$ cat src/rtl/mp_app_dispatch_pkg.sv
// Shared definitions for the app dispatcher: controller command codes, FSM states,
// read-tag layout and the round-robin pick helpers.
package mp_app_dispatch_pkg;

   localparam logic [2:0] CMD_WR = 3'b000;
   localparam logic [2:0] CMD_RD = 3'b001;
   localparam int TAG_ADX_MAX_W = 32;

   typedef enum logic [1:0] {S_IDLE, S_WR_DATA, S_WR_CMD, S_RD_CMD} state_e;

   typedef struct packed {
      logic [1:0]               port;
      logic [TAG_ADX_MAX_W-1:0] adx;
   } tag_t;

   // First set bit of elig at or after ptr (wrapping at n); result is {found, index}.
   function automatic logic [3:0] rr_pick(input logic [7:0] elig, input logic [2:0] ptr, input int n);
      logic [3:0] res;
      int idx;
      res = '0;
      for (int i = 7; i >= 0; i--) begin
         idx = int'(ptr) + i;
         if (idx >= n) idx = idx - n;
         if (i < n && elig[idx[2:0]]) res = {1'b1, idx[2:0]};
      end
      return res;
   endfunction

   function automatic logic [2:0] rr_next(input logic [2:0] idx, input int n);
      return (int'(idx) + 1 >= n) ? 3'd0 : idx + 3'd1;
   endfunction

endpackage

$ cat src/rtl/mp_app_dispatch_if.sv
// Requester-side and memory-controller-side signals of the dispatcher.
// slave = the dispatcher's view, master = the surrounding system's view.
interface mp_app_dispatch_if #(
   parameter int NUM_PORTS  = 2,
   parameter int ADX_W      = 27,
   parameter int REQ_DATA_W = 128,
   parameter int APP_DATA_W = 64
);
   logic                                 init_calib_complete;
   logic [NUM_PORTS-1:0]                 port_wr_req, port_rd_req;
   logic [NUM_PORTS-1:0][ADX_W-1:0]      port_wr_adx, port_rd_adx;
   logic [NUM_PORTS-1:0][REQ_DATA_W-1:0] port_wr_data;
   logic [NUM_PORTS-1:0]                 port_wr_ack, port_rd_ack;
   logic                                 rd_valid;
   logic [REQ_DATA_W-1:0]                rd_data;
   logic [ADX_W-1:0]                     rd_adx;
   logic [1:0]                           rd_port;
   logic [ADX_W-1:0]                     app_addr;
   logic [2:0]                           app_cmd;
   logic                                 app_en, app_rdy;
   logic [APP_DATA_W-1:0]                app_wdf_data;
   logic                                 app_wdf_wren, app_wdf_end, app_wdf_rdy;
   logic [APP_DATA_W-1:0]                app_rd_data;
   logic                                 app_rd_data_valid, app_rd_data_end;

   modport slave (
      input  init_calib_complete, port_wr_req, port_rd_req, port_wr_adx, port_rd_adx, port_wr_data,
             app_rdy, app_wdf_rdy, app_rd_data, app_rd_data_valid, app_rd_data_end,
      output port_wr_ack, port_rd_ack, rd_valid, rd_data, rd_adx, rd_port,
             app_addr, app_cmd, app_en, app_wdf_data, app_wdf_wren, app_wdf_end
   );

   modport master (
      output init_calib_complete, port_wr_req, port_rd_req, port_wr_adx, port_rd_adx, port_wr_data,
             app_rdy, app_wdf_rdy, app_rd_data, app_rd_data_valid, app_rd_data_end,
      input  port_wr_ack, port_rd_ack, rd_valid, rd_data, rd_adx, rd_port,
             app_addr, app_cmd, app_en, app_wdf_data, app_wdf_wren, app_wdf_end
   );
endinterface

$ cat src/rtl/mp_app_dispatch_tag_fifo.sv
// Outstanding-read tag FIFO; push and pop may coincide at any occupancy.
module dispatch_tag_fifo #(
   parameter int DEPTH = 8,
   parameter int W     = 29
) (
   input  logic         clk,
   input  logic         resetn,
   input  logic         push_i,
   input  logic [W-1:0] din_i,
   input  logic         pop_i,
   output logic [W-1:0] dout_o,
   output logic         full_o,
   output logic         empty_o
);
   localparam int AW = (DEPTH > 1) ? $clog2(DEPTH) : 1;

   logic [W-1:0]  mem [DEPTH];
   logic [AW-1:0] wptr_q, rptr_q;
   logic [AW:0]   cnt_q;
   logic          do_push, do_pop;

   assign full_o  = (cnt_q == (AW+1)'(DEPTH));
   assign empty_o = (cnt_q == '0);
   assign do_pop  = pop_i && !empty_o;
   // A full FIFO still accepts a push when the head leaves in the same cycle.
   assign do_push = push_i && (!full_o || pop_i);
   assign dout_o  = mem[rptr_q];

   always_ff @(posedge clk) begin
      if (!resetn) begin
         wptr_q <= '0;
         rptr_q <= '0;
         cnt_q  <= '0;
      end else begin
         if (do_push) wptr_q <= wptr_q + 1'b1;
         if (do_pop)  rptr_q <= rptr_q + 1'b1;
         cnt_q <= cnt_q + (AW+1)'(do_push) - (AW+1)'(do_pop);
      end
   end

   always_ff @(posedge clk) begin
      if (do_push) mem[wptr_q] <= din_i;
   end
endmodule

$ cat src/rtl/mp_app_dispatch.sv
// Multi-port arbiter/dispatcher onto a memory-controller app interface with tagged read return.
// Build option APP_DISPATCH_WR_PRIORITY_EN: writes beat reads, separate round-robins per class.
module mp_app_dispatch
   import mp_app_dispatch_pkg::*;
#(
   parameter int NUM_PORTS  = 2,
   parameter int ADX_W      = 27,
   parameter int REQ_DATA_W = 128,
   parameter int APP_DATA_W = 64,
   parameter int TAG_DEPTH  = 8
) (
   input logic              clk,
   input logic              resetn,
   mp_app_dispatch_if.slave bus
);
   localparam int NR    = 2 * NUM_PORTS;
   localparam int BEATS = REQ_DATA_W / APP_DATA_W;
   localparam int BW    = (BEATS > 1) ? $clog2(BEATS) : 1;
   localparam int TW    = 2 + ADX_W;
   localparam logic [BW-1:0] LAST = BW'(BEATS - 1);

   state_e                state_q, state_d;
   logic [NR-1:0]         elig;
   logic [3:0]            pick;
   logic                  gnt_vld;
   logic [2:0]            gnt_r;
   logic [ADX_W-1:0]      g_adx, adx_q, rd_adx_q;
   logic [REQ_DATA_W-1:0] g_data, wdata_q, rdata_q;
   logic [1:0]            port_q, rd_port_q;
   logic [BW-1:0]         wbeat_q, rbeat_q;
   logic                  rd_valid_q;
   logic                  tag_push, tag_pop, tag_full, tag_empty;
   logic [TW-1:0]         tag_dout;
   tag_t                  head;

   always_comb begin
      for (int p = 0; p < NUM_PORTS; p++) begin
         elig[2*p]   = resetn && bus.init_calib_complete && state_q == S_IDLE && bus.port_wr_req[p];
         elig[2*p+1] = resetn && bus.init_calib_complete && state_q == S_IDLE && bus.port_rd_req[p]
                       && !tag_full;
      end
   end

`ifdef APP_DISPATCH_WR_PRIORITY_EN
   logic [2:0]           wptr_q, rptr_q;
   logic [NUM_PORTS-1:0] welig, relig;
   logic [3:0]           wpick, rpick;

   always_comb begin
      for (int p = 0; p < NUM_PORTS; p++) begin
         welig[p] = elig[2*p];
         relig[p] = elig[2*p+1];
      end
      wpick = rr_pick(8'(welig), wptr_q, NUM_PORTS);
      rpick = rr_pick(8'(relig), rptr_q, NUM_PORTS);
      pick  = wpick[3] ? {1'b1, wpick[1:0], 1'b0} : {rpick[3], rpick[1:0], 1'b1};
   end

   always_ff @(posedge clk) begin
      if (!resetn) begin
         wptr_q <= '0;
         rptr_q <= '0;
      end else if (pick[3]) begin
         if (pick[0]) rptr_q <= rr_next({1'b0, pick[2:1]}, NUM_PORTS);
         else         wptr_q <= rr_next({1'b0, pick[2:1]}, NUM_PORTS);
      end
   end
`else
   logic [2:0] ptr_q;

   always_comb pick = rr_pick(8'(elig), ptr_q, NR);

   always_ff @(posedge clk) begin
      if (!resetn)      ptr_q <= '0;
      else if (pick[3]) ptr_q <= rr_next(pick[2:0], NR);
   end
`endif

   assign gnt_vld = pick[3];
   assign gnt_r   = pick[2:0];

   always_comb begin
      g_adx  = '0;
      g_data = '0;
      for (int p = 0; p < NUM_PORTS; p++) begin
         if (gnt_r[2:1] == 2'(p)) begin
            g_adx  = gnt_r[0] ? bus.port_rd_adx[p] : bus.port_wr_adx[p];
            g_data = bus.port_wr_data[p];
         end
      end
   end

   always_ff @(posedge clk) begin
      if (!resetn) state_q <= S_IDLE;
      else         state_q <= state_d;
   end

   always_comb begin
      state_d = state_q;
      case (state_q)
         S_IDLE:    if (gnt_vld) state_d = gnt_r[0] ? S_RD_CMD : S_WR_DATA;
         S_WR_DATA: if (bus.app_wdf_rdy && wbeat_q == LAST) state_d = S_WR_CMD;
         S_WR_CMD:  if (bus.app_rdy) state_d = S_IDLE;
         S_RD_CMD:  if (bus.app_rdy) state_d = S_IDLE;
         default:   state_d = S_IDLE;
      endcase
   end

   always_comb begin
      bus.port_wr_ack  = '0;
      bus.port_rd_ack  = '0;
      bus.app_en       = 1'b0;
      bus.app_cmd      = CMD_WR;
      bus.app_addr     = '0;
      bus.app_wdf_data = '0;
      bus.app_wdf_wren = 1'b0;
      bus.app_wdf_end  = 1'b0;
      tag_push         = 1'b0;
      for (int p = 0; p < NUM_PORTS; p++) begin
         bus.port_wr_ack[p] = gnt_vld && gnt_r == 3'(2*p);
         bus.port_rd_ack[p] = gnt_vld && gnt_r == 3'(2*p+1);
      end
      case (state_q)
         S_WR_DATA: begin
            bus.app_wdf_wren = 1'b1;
            bus.app_wdf_data = wdata_q[APP_DATA_W-1:0];
            bus.app_wdf_end  = (wbeat_q == LAST);
         end
         S_WR_CMD: begin
            bus.app_en   = 1'b1;
            bus.app_addr = adx_q;
         end
         S_RD_CMD: begin
            bus.app_en   = 1'b1;
            bus.app_cmd  = CMD_RD;
            bus.app_addr = adx_q;
            tag_push     = bus.app_rdy;
         end
         default: ;
      endcase
   end

   // Write data sits in a shift register so the current beat is always the low slice.
   always_ff @(posedge clk) begin
      if (!resetn) begin
         adx_q   <= '0;
         port_q  <= '0;
         wdata_q <= '0;
         wbeat_q <= '0;
      end else if (gnt_vld) begin
         adx_q   <= g_adx;
         port_q  <= gnt_r[2:1];
         wdata_q <= g_data;
         wbeat_q <= '0;
      end else if (state_q == S_WR_DATA && bus.app_wdf_rdy) begin
         wdata_q <= wdata_q >> APP_DATA_W;
         wbeat_q <= (wbeat_q == LAST) ? '0 : wbeat_q + 1'b1;
      end
   end

   dispatch_tag_fifo #(.DEPTH(TAG_DEPTH), .W(TW)) u_tags (
      .clk     (clk),
      .resetn  (resetn),
      .push_i  (tag_push),
      .din_i   ({port_q, adx_q}),
      .pop_i   (tag_pop),
      .dout_o  (tag_dout),
      .full_o  (tag_full),
      .empty_o (tag_empty)
   );

   always_comb begin
      head.port = tag_dout[TW-1 -: 2];
      head.adx  = TAG_ADX_MAX_W'(tag_dout[ADX_W-1:0]);
   end

   assign tag_pop = bus.app_rd_data_valid && !tag_empty && rbeat_q == LAST;

   // Beats with no outstanding tag are strays and are ignored entirely.
   always_ff @(posedge clk) begin
      if (!resetn) begin
         rbeat_q    <= '0;
         rdata_q    <= '0;
         rd_valid_q <= 1'b0;
         rd_port_q  <= '0;
         rd_adx_q   <= '0;
      end else begin
         rd_valid_q <= 1'b0;
         if (bus.app_rd_data_valid && !tag_empty) begin
            for (int k = 0; k < BEATS; k++)
               if (rbeat_q == BW'(k)) rdata_q[k*APP_DATA_W +: APP_DATA_W] <= bus.app_rd_data;
            if (rbeat_q == LAST) begin
               rbeat_q    <= '0;
               rd_valid_q <= 1'b1;
               rd_port_q  <= head.port;
               rd_adx_q   <= head.adx[ADX_W-1:0];
            end else begin
               rbeat_q <= rbeat_q + 1'b1;
            end
         end
      end
   end

   assign bus.rd_valid = rd_valid_q;
   assign bus.rd_data  = rdata_q;
   assign bus.rd_port  = rd_port_q;
   assign bus.rd_adx   = rd_adx_q;
endmodule
$ cat src/flat_wrapper.sv
// flat-port wrapper written by rule: the top's interface ports become plain ports
module mp_app_dispatch_flat import mp_app_dispatch_pkg::*;
#(
   parameter int NUM_PORTS  = 2,
   parameter int ADX_W      = 27,
   parameter int REQ_DATA_W = 128,
   parameter int APP_DATA_W = 64,
   parameter int TAG_DEPTH  = 8
)
  (clk, resetn, bus_init_calib_complete, bus_port_wr_req, bus_port_rd_req, bus_port_wr_adx, bus_port_rd_adx, bus_port_wr_data, bus_app_rdy, bus_app_wdf_rdy, bus_app_rd_data, bus_app_rd_data_valid, bus_app_rd_data_end, bus_port_wr_ack, bus_port_rd_ack, bus_rd_valid, bus_rd_data, bus_rd_adx, bus_rd_port, bus_app_addr, bus_app_cmd, bus_app_en, bus_app_wdf_data, bus_app_wdf_wren, bus_app_wdf_end);
  mp_app_dispatch_if #(.NUM_PORTS(NUM_PORTS), .ADX_W(ADX_W), .REQ_DATA_W(REQ_DATA_W), .APP_DATA_W(APP_DATA_W)) bus_i ();
  input logic clk;
  input logic resetn;
  input wire logic [$bits(bus_i.init_calib_complete)-1:0] bus_init_calib_complete;
  input wire logic [$bits(bus_i.port_wr_req)-1:0] bus_port_wr_req;
  input wire logic [$bits(bus_i.port_rd_req)-1:0] bus_port_rd_req;
  input wire logic [$bits(bus_i.port_wr_adx)-1:0] bus_port_wr_adx;
  input wire logic [$bits(bus_i.port_rd_adx)-1:0] bus_port_rd_adx;
  input wire logic [$bits(bus_i.port_wr_data)-1:0] bus_port_wr_data;
  input wire logic [$bits(bus_i.app_rdy)-1:0] bus_app_rdy;
  input wire logic [$bits(bus_i.app_wdf_rdy)-1:0] bus_app_wdf_rdy;
  input wire logic [$bits(bus_i.app_rd_data)-1:0] bus_app_rd_data;
  input wire logic [$bits(bus_i.app_rd_data_valid)-1:0] bus_app_rd_data_valid;
  input wire logic [$bits(bus_i.app_rd_data_end)-1:0] bus_app_rd_data_end;
  output wire logic [$bits(bus_i.port_wr_ack)-1:0] bus_port_wr_ack;
  output wire logic [$bits(bus_i.port_rd_ack)-1:0] bus_port_rd_ack;
  output wire logic [$bits(bus_i.rd_valid)-1:0] bus_rd_valid;
  output wire logic [$bits(bus_i.rd_data)-1:0] bus_rd_data;
  output wire logic [$bits(bus_i.rd_adx)-1:0] bus_rd_adx;
  output wire logic [$bits(bus_i.rd_port)-1:0] bus_rd_port;
  output wire logic [$bits(bus_i.app_addr)-1:0] bus_app_addr;
  output wire logic [$bits(bus_i.app_cmd)-1:0] bus_app_cmd;
  output wire logic [$bits(bus_i.app_en)-1:0] bus_app_en;
  output wire logic [$bits(bus_i.app_wdf_data)-1:0] bus_app_wdf_data;
  output wire logic [$bits(bus_i.app_wdf_wren)-1:0] bus_app_wdf_wren;
  output wire logic [$bits(bus_i.app_wdf_end)-1:0] bus_app_wdf_end;
  assign bus_i.init_calib_complete = bus_init_calib_complete;
  assign bus_i.port_wr_req = bus_port_wr_req;
  assign bus_i.port_rd_req = bus_port_rd_req;
  assign bus_i.port_wr_adx = bus_port_wr_adx;
  assign bus_i.port_rd_adx = bus_port_rd_adx;
  assign bus_i.port_wr_data = bus_port_wr_data;
  assign bus_i.app_rdy = bus_app_rdy;
  assign bus_i.app_wdf_rdy = bus_app_wdf_rdy;
  assign bus_i.app_rd_data = bus_app_rd_data;
  assign bus_i.app_rd_data_valid = bus_app_rd_data_valid;
  assign bus_i.app_rd_data_end = bus_app_rd_data_end;
  assign bus_port_wr_ack = bus_i.port_wr_ack;
  assign bus_port_rd_ack = bus_i.port_rd_ack;
  assign bus_rd_valid = bus_i.rd_valid;
  assign bus_rd_data = bus_i.rd_data;
  assign bus_rd_adx = bus_i.rd_adx;
  assign bus_rd_port = bus_i.rd_port;
  assign bus_app_addr = bus_i.app_addr;
  assign bus_app_cmd = bus_i.app_cmd;
  assign bus_app_en = bus_i.app_en;
  assign bus_app_wdf_data = bus_i.app_wdf_data;
  assign bus_app_wdf_wren = bus_i.app_wdf_wren;
  assign bus_app_wdf_end = bus_i.app_wdf_end;
  mp_app_dispatch #(.NUM_PORTS(NUM_PORTS), .ADX_W(ADX_W), .REQ_DATA_W(REQ_DATA_W), .APP_DATA_W(APP_DATA_W), .TAG_DEPTH(TAG_DEPTH)) u_core (.clk(clk), .resetn(resetn), .bus(bus_i));
endmodule
$ cat config.mk
export PLATFORM = sky130hd
export DESIGN_NAME = mp_app_dispatch_flat
export DESIGN_NICKNAME = d
export VERILOG_FILES = /design/src/rtl/mp_app_dispatch_pkg.sv /design/src/rtl/mp_app_dispatch_if.sv /design/src/rtl/mp_app_dispatch_tag_fifo.sv /design/src/rtl/mp_app_dispatch.sv /design/src/flat_wrapper.sv
export SDC_FILE = /design/constraint.sdc
export NUM_CORES = 1
export LEC_CHECK = 0
export BUFFER_PORTS_ARGS = -buffer_cell sky130_fd_sc_hd__buf_4
export CORE_AREA = 4 4 268 270
export CTS_CLUSTER_DIAMETER = 40
export DETAILED_ROUTE_END_ITERATION = 16
export DIE_AREA = 0 0 272 274
export GPL_TIMING_DRIVEN = 0
export PLACE_DENSITY = 0.6
export SLEW_MARGIN = 10
export SYNTH_ARGS = -nofsm -noshare
export SYNTH_HDL_FRONTEND = slang
export SYNTH_HIERARCHICAL = 1
export SYNTH_SLANG_ARGS = --single-unit
$ cat constraint.sdc
create_clock -name clk -period 6 [get_ports clk]
set_input_delay 1.2 -clock clk [delete_from_list [all_inputs] [get_ports clk]]
set_output_delay 1.2 -clock clk [all_outputs]
set_load 0.01 [all_outputs]
==> results.ini <==
[outcome]
outcome = finished clean

[logic_synthesis]
yosys-top-cells-area = edfxtp_1 (29%), dfxtp_1 (28%), nand2_1 (8.4%)
synth_top_area_frac = 0.288
synth_xor_area_frac = 0.000724
yosys.cell_count.top_type = nand2_1
synth-compound-area-share = 0.125
synth_common_cells = nand2_1 (539), dfxtp_1 (335), edfxtp_1 (232)
syn_inst = 2259
ys_seq_area_frac = 0.565
async_flop_share = 0
avgSynthCellArea_sq_um = 10.7
yosysTopAreaCell = edfxtp_1
ys_types = 67
synth_edf_count = 232
synth_area_sq_um = 24200
synth-seq-cells = 567
yosys.area_share.adder = 0.00859
yosys.area_share.simple = 0.142
muxShareOfSynthArea = 0.117
synth_top_family_by_area = simple AND/OR/NAND/NOR gates
synth_flop_cell = dfxtp_1
yosys_warnings = 6

[power_and_ir_drop]
ir_drop_v = 0.000203
p_leak_uw = 0.0134
power_density_nw_per_um2 = 416
power_uw = 14100

[critical_path]
arrival_ns = 4.43
cpPeakStageDelay_ns = 0.45
crit_required_ns = 4.80
crit_top_cell = ha_1
path_class = flip-flop to primary output
cp-start-kind = flip-flop
end_kind = primary output
cp_max_fo = 19
slowest_stage = dfxtp_1
path_buf_inv = 7
path_cells = clkbuf_4 -> clkbuf_2 -> inv_1 -> ha_1 -> a21oi_1 -> a32o_1 -> buf_6 -> o311ai_0 -> a21oi_1 -> a21boi_4 -> buf_6 -> inv_1 -> ha_1 -> ha_1 -> and2_1 -> buf_4
crit_family = buffers and inverters

[final_layout]
final_util = 0.488
syn_to_final_growth_pct = 40.2
drive_above_1_share = 0.323
finalInstanceArea_sq_um = 33900
stdcell_count = 4078
nNetsFinal = 3514

[sta]
rsz0062_at_grt = false
fin_crit_ns = 5.63
period_share = 0.938
setup-violations-final = 0
finalMaxSlewViolations = 0
skew_ns = 0.0422
slew_headroom = 0.335
finalHoldViolCount = 0
tightestPinTransition_ns = 0.994
max_freq_mhz = 178

[cts]
clockBufferDepth = 3
clk_pin_slew_ns = 0.06
clkSinkCount = 567
htree_levels = 3
clkLatencyLatePin_ns = 0.64
clock-root-buffer = clkbuf_16
postCtsSetupRepairBufs = 0
cts_tree = built
cts_buffers = 84

[grt]
antenna_found_initial = 11
first_global_vias = 21796
grt.overflow.total = 0
grtUsageTotal = 0.255
grt_pass1_wl_mm = 142
grt_max_degree = 22

[place]
gp_congestion = 0.965
place_inst = 3916
dp_hpwl_mm = 78.3
portBuffers = 694
place_area_sq_um = 30800

[floorplan]
rows = 97
dieWidth_microns = 272
die-area_sq_um = 74500
core_sq_um = 69500
die_h_microns = 274
start_util = 0.348
pin_count = 698

[route]
routedWlPerCell_microns = 24.4
vias = 21423
first_pass_iters = 5
drc = 0
routed_wirelength_mm = 99.6
viasPerCell = 5.25
drt.antenna.violating_nets = 0
drt_iter0_markers = 1546

[job]
maxCapViolCount = 0

[min_path]
hold_path_class = flip-flop to flip-flop

## report_power, final
part | switching [uW] | internal (uW) | leakage (uW)
registers | 556 | 4760 | 0.00484
clock network | 2000 | 3240 | 0.00147
logic | 2190 | 1340 | 0.00708
total | 4750 | 9340 | 0.0134
## flip-flops by register name, summed over array words and instances, names as in the netlist, 3 cells and up, named ones only
name	count
u_core/adx_q	27
u_core/bus.rd_adx	27
u_core/bus.rd_data	128
u_core/ptr_q	3
u_core/u_tags/cnt_q	4
u_core/u_tags/mem	232
u_core/u_tags/rptr_q	3
u_core/u_tags/wptr_q	3
u_core/wdata_q	128
## layout by cell type, fill, tap and decap left out, types with 15 or more instances in the layout
cell and n:
o221ai_1 73, clkbuf_1 138, a311oi_1 26, inv_1 40
nand3_1 60, buf_4 718, mux4_2 45, o21ai_0 86
ha_1 15, nand2_1 539, mux2_2 37, clkbuf_16 85
a21oi_1 174, buf_2 22, a31oi_1 48, o211ai_1 20
dfxtp_1 335, edfxtp_1 232, and2_1 99, a211oi_1 18
and3_1 21, mux2i_1 90
## final cells by class
class                   count  area, sq um
clock buffers              95         2180
plain buffers             182          841
inverters                  42          158
fillers                  6398        35600
clock inverters            61          861
diodes                      9         22.5
repair buffers            716         5430
multi-input cells        1466         9560
flip-flops and latches    567        13700
well taps                 940         1180
## worst paths after layout
path,from,depth (start not counted),slack (ns),end
max,u_core/ptr_q[0],16,0.37,bus_port_rd_ack[1]
min,u_core/wdata_q[109],2,0.45,u_core/wdata_q[109]
max reg2reg,u_core/u_tags/cnt_q[2],17,1.48,u_core/u_tags/cnt_q[2]
min reg2reg,u_core/wdata_q[109],2,0.45,u_core/wdata_q[109]
## kinds of logic after synthesis
| family | count (synthesis) |
|---|---|
| adders and majority gates | 16 |
| AOI/OAI and AO/OA | 475 |
| DFF | 567 |
| muxes | 195 |
| buffers and inverters | 227 |
| other | 2 |
| and+or+nand+nor | 775 |
| xor gates and xnor gates | 2 |
## metrics by stage
step | hold slack, ns | TNS, ns | worst slack [ns]
floorplan | 0.417 | 0 | 0.287
global placement | 0.429 | -330.29 | -3.59
detailed placement | 0.437 | -0.138 | -0.130
CTS | 0.450 | 0 | 0.0136
global route | 0.467 | 0 | 0.0758
finish | 0.449 | 0 | 0.371
## worst register-to-register path, cell delays in order, from the launching register on
cell      delay (ns)
dfxtp_1         0.29
inv_1           0.09
ha_1            0.16
nor3b_1         0.41
nand2b_1        0.25
or2_2           0.13
clkbuf_1        0.29
inv_1           0.20
clkbuf_1        0.35
or4b_1          0.67
nand2_1         0.34
ha_1            0.30
inv_1           0.06
ha_1            0.16
inv_1           0.06
fa_1            0.38
xnor2_1         0.13
and2_1          0.15
## per-layer routing
| layer | track usage | vias up | part of all wire |
|---|---|---|---|
| li1 | - | 9800 | - |
| met1 | 0.295 | 10492 | 0.38 |
| met2 | 0.455 | 940 | 0.51 |
| met3 | 0.0609 | 187 | 0.073 |
| met4 | 0.103 | 4 | 0.038 |
| met5 | 0 | - | 0.00026 |
## repair_timing
action,4_1_cts,5_1_grt
endpoints found under the setup margin,4,3
pin swaps,0,0
hold buffers,0,0
resized for setup,3,3
Note: power is estimated with default switching activity, not from simulation.
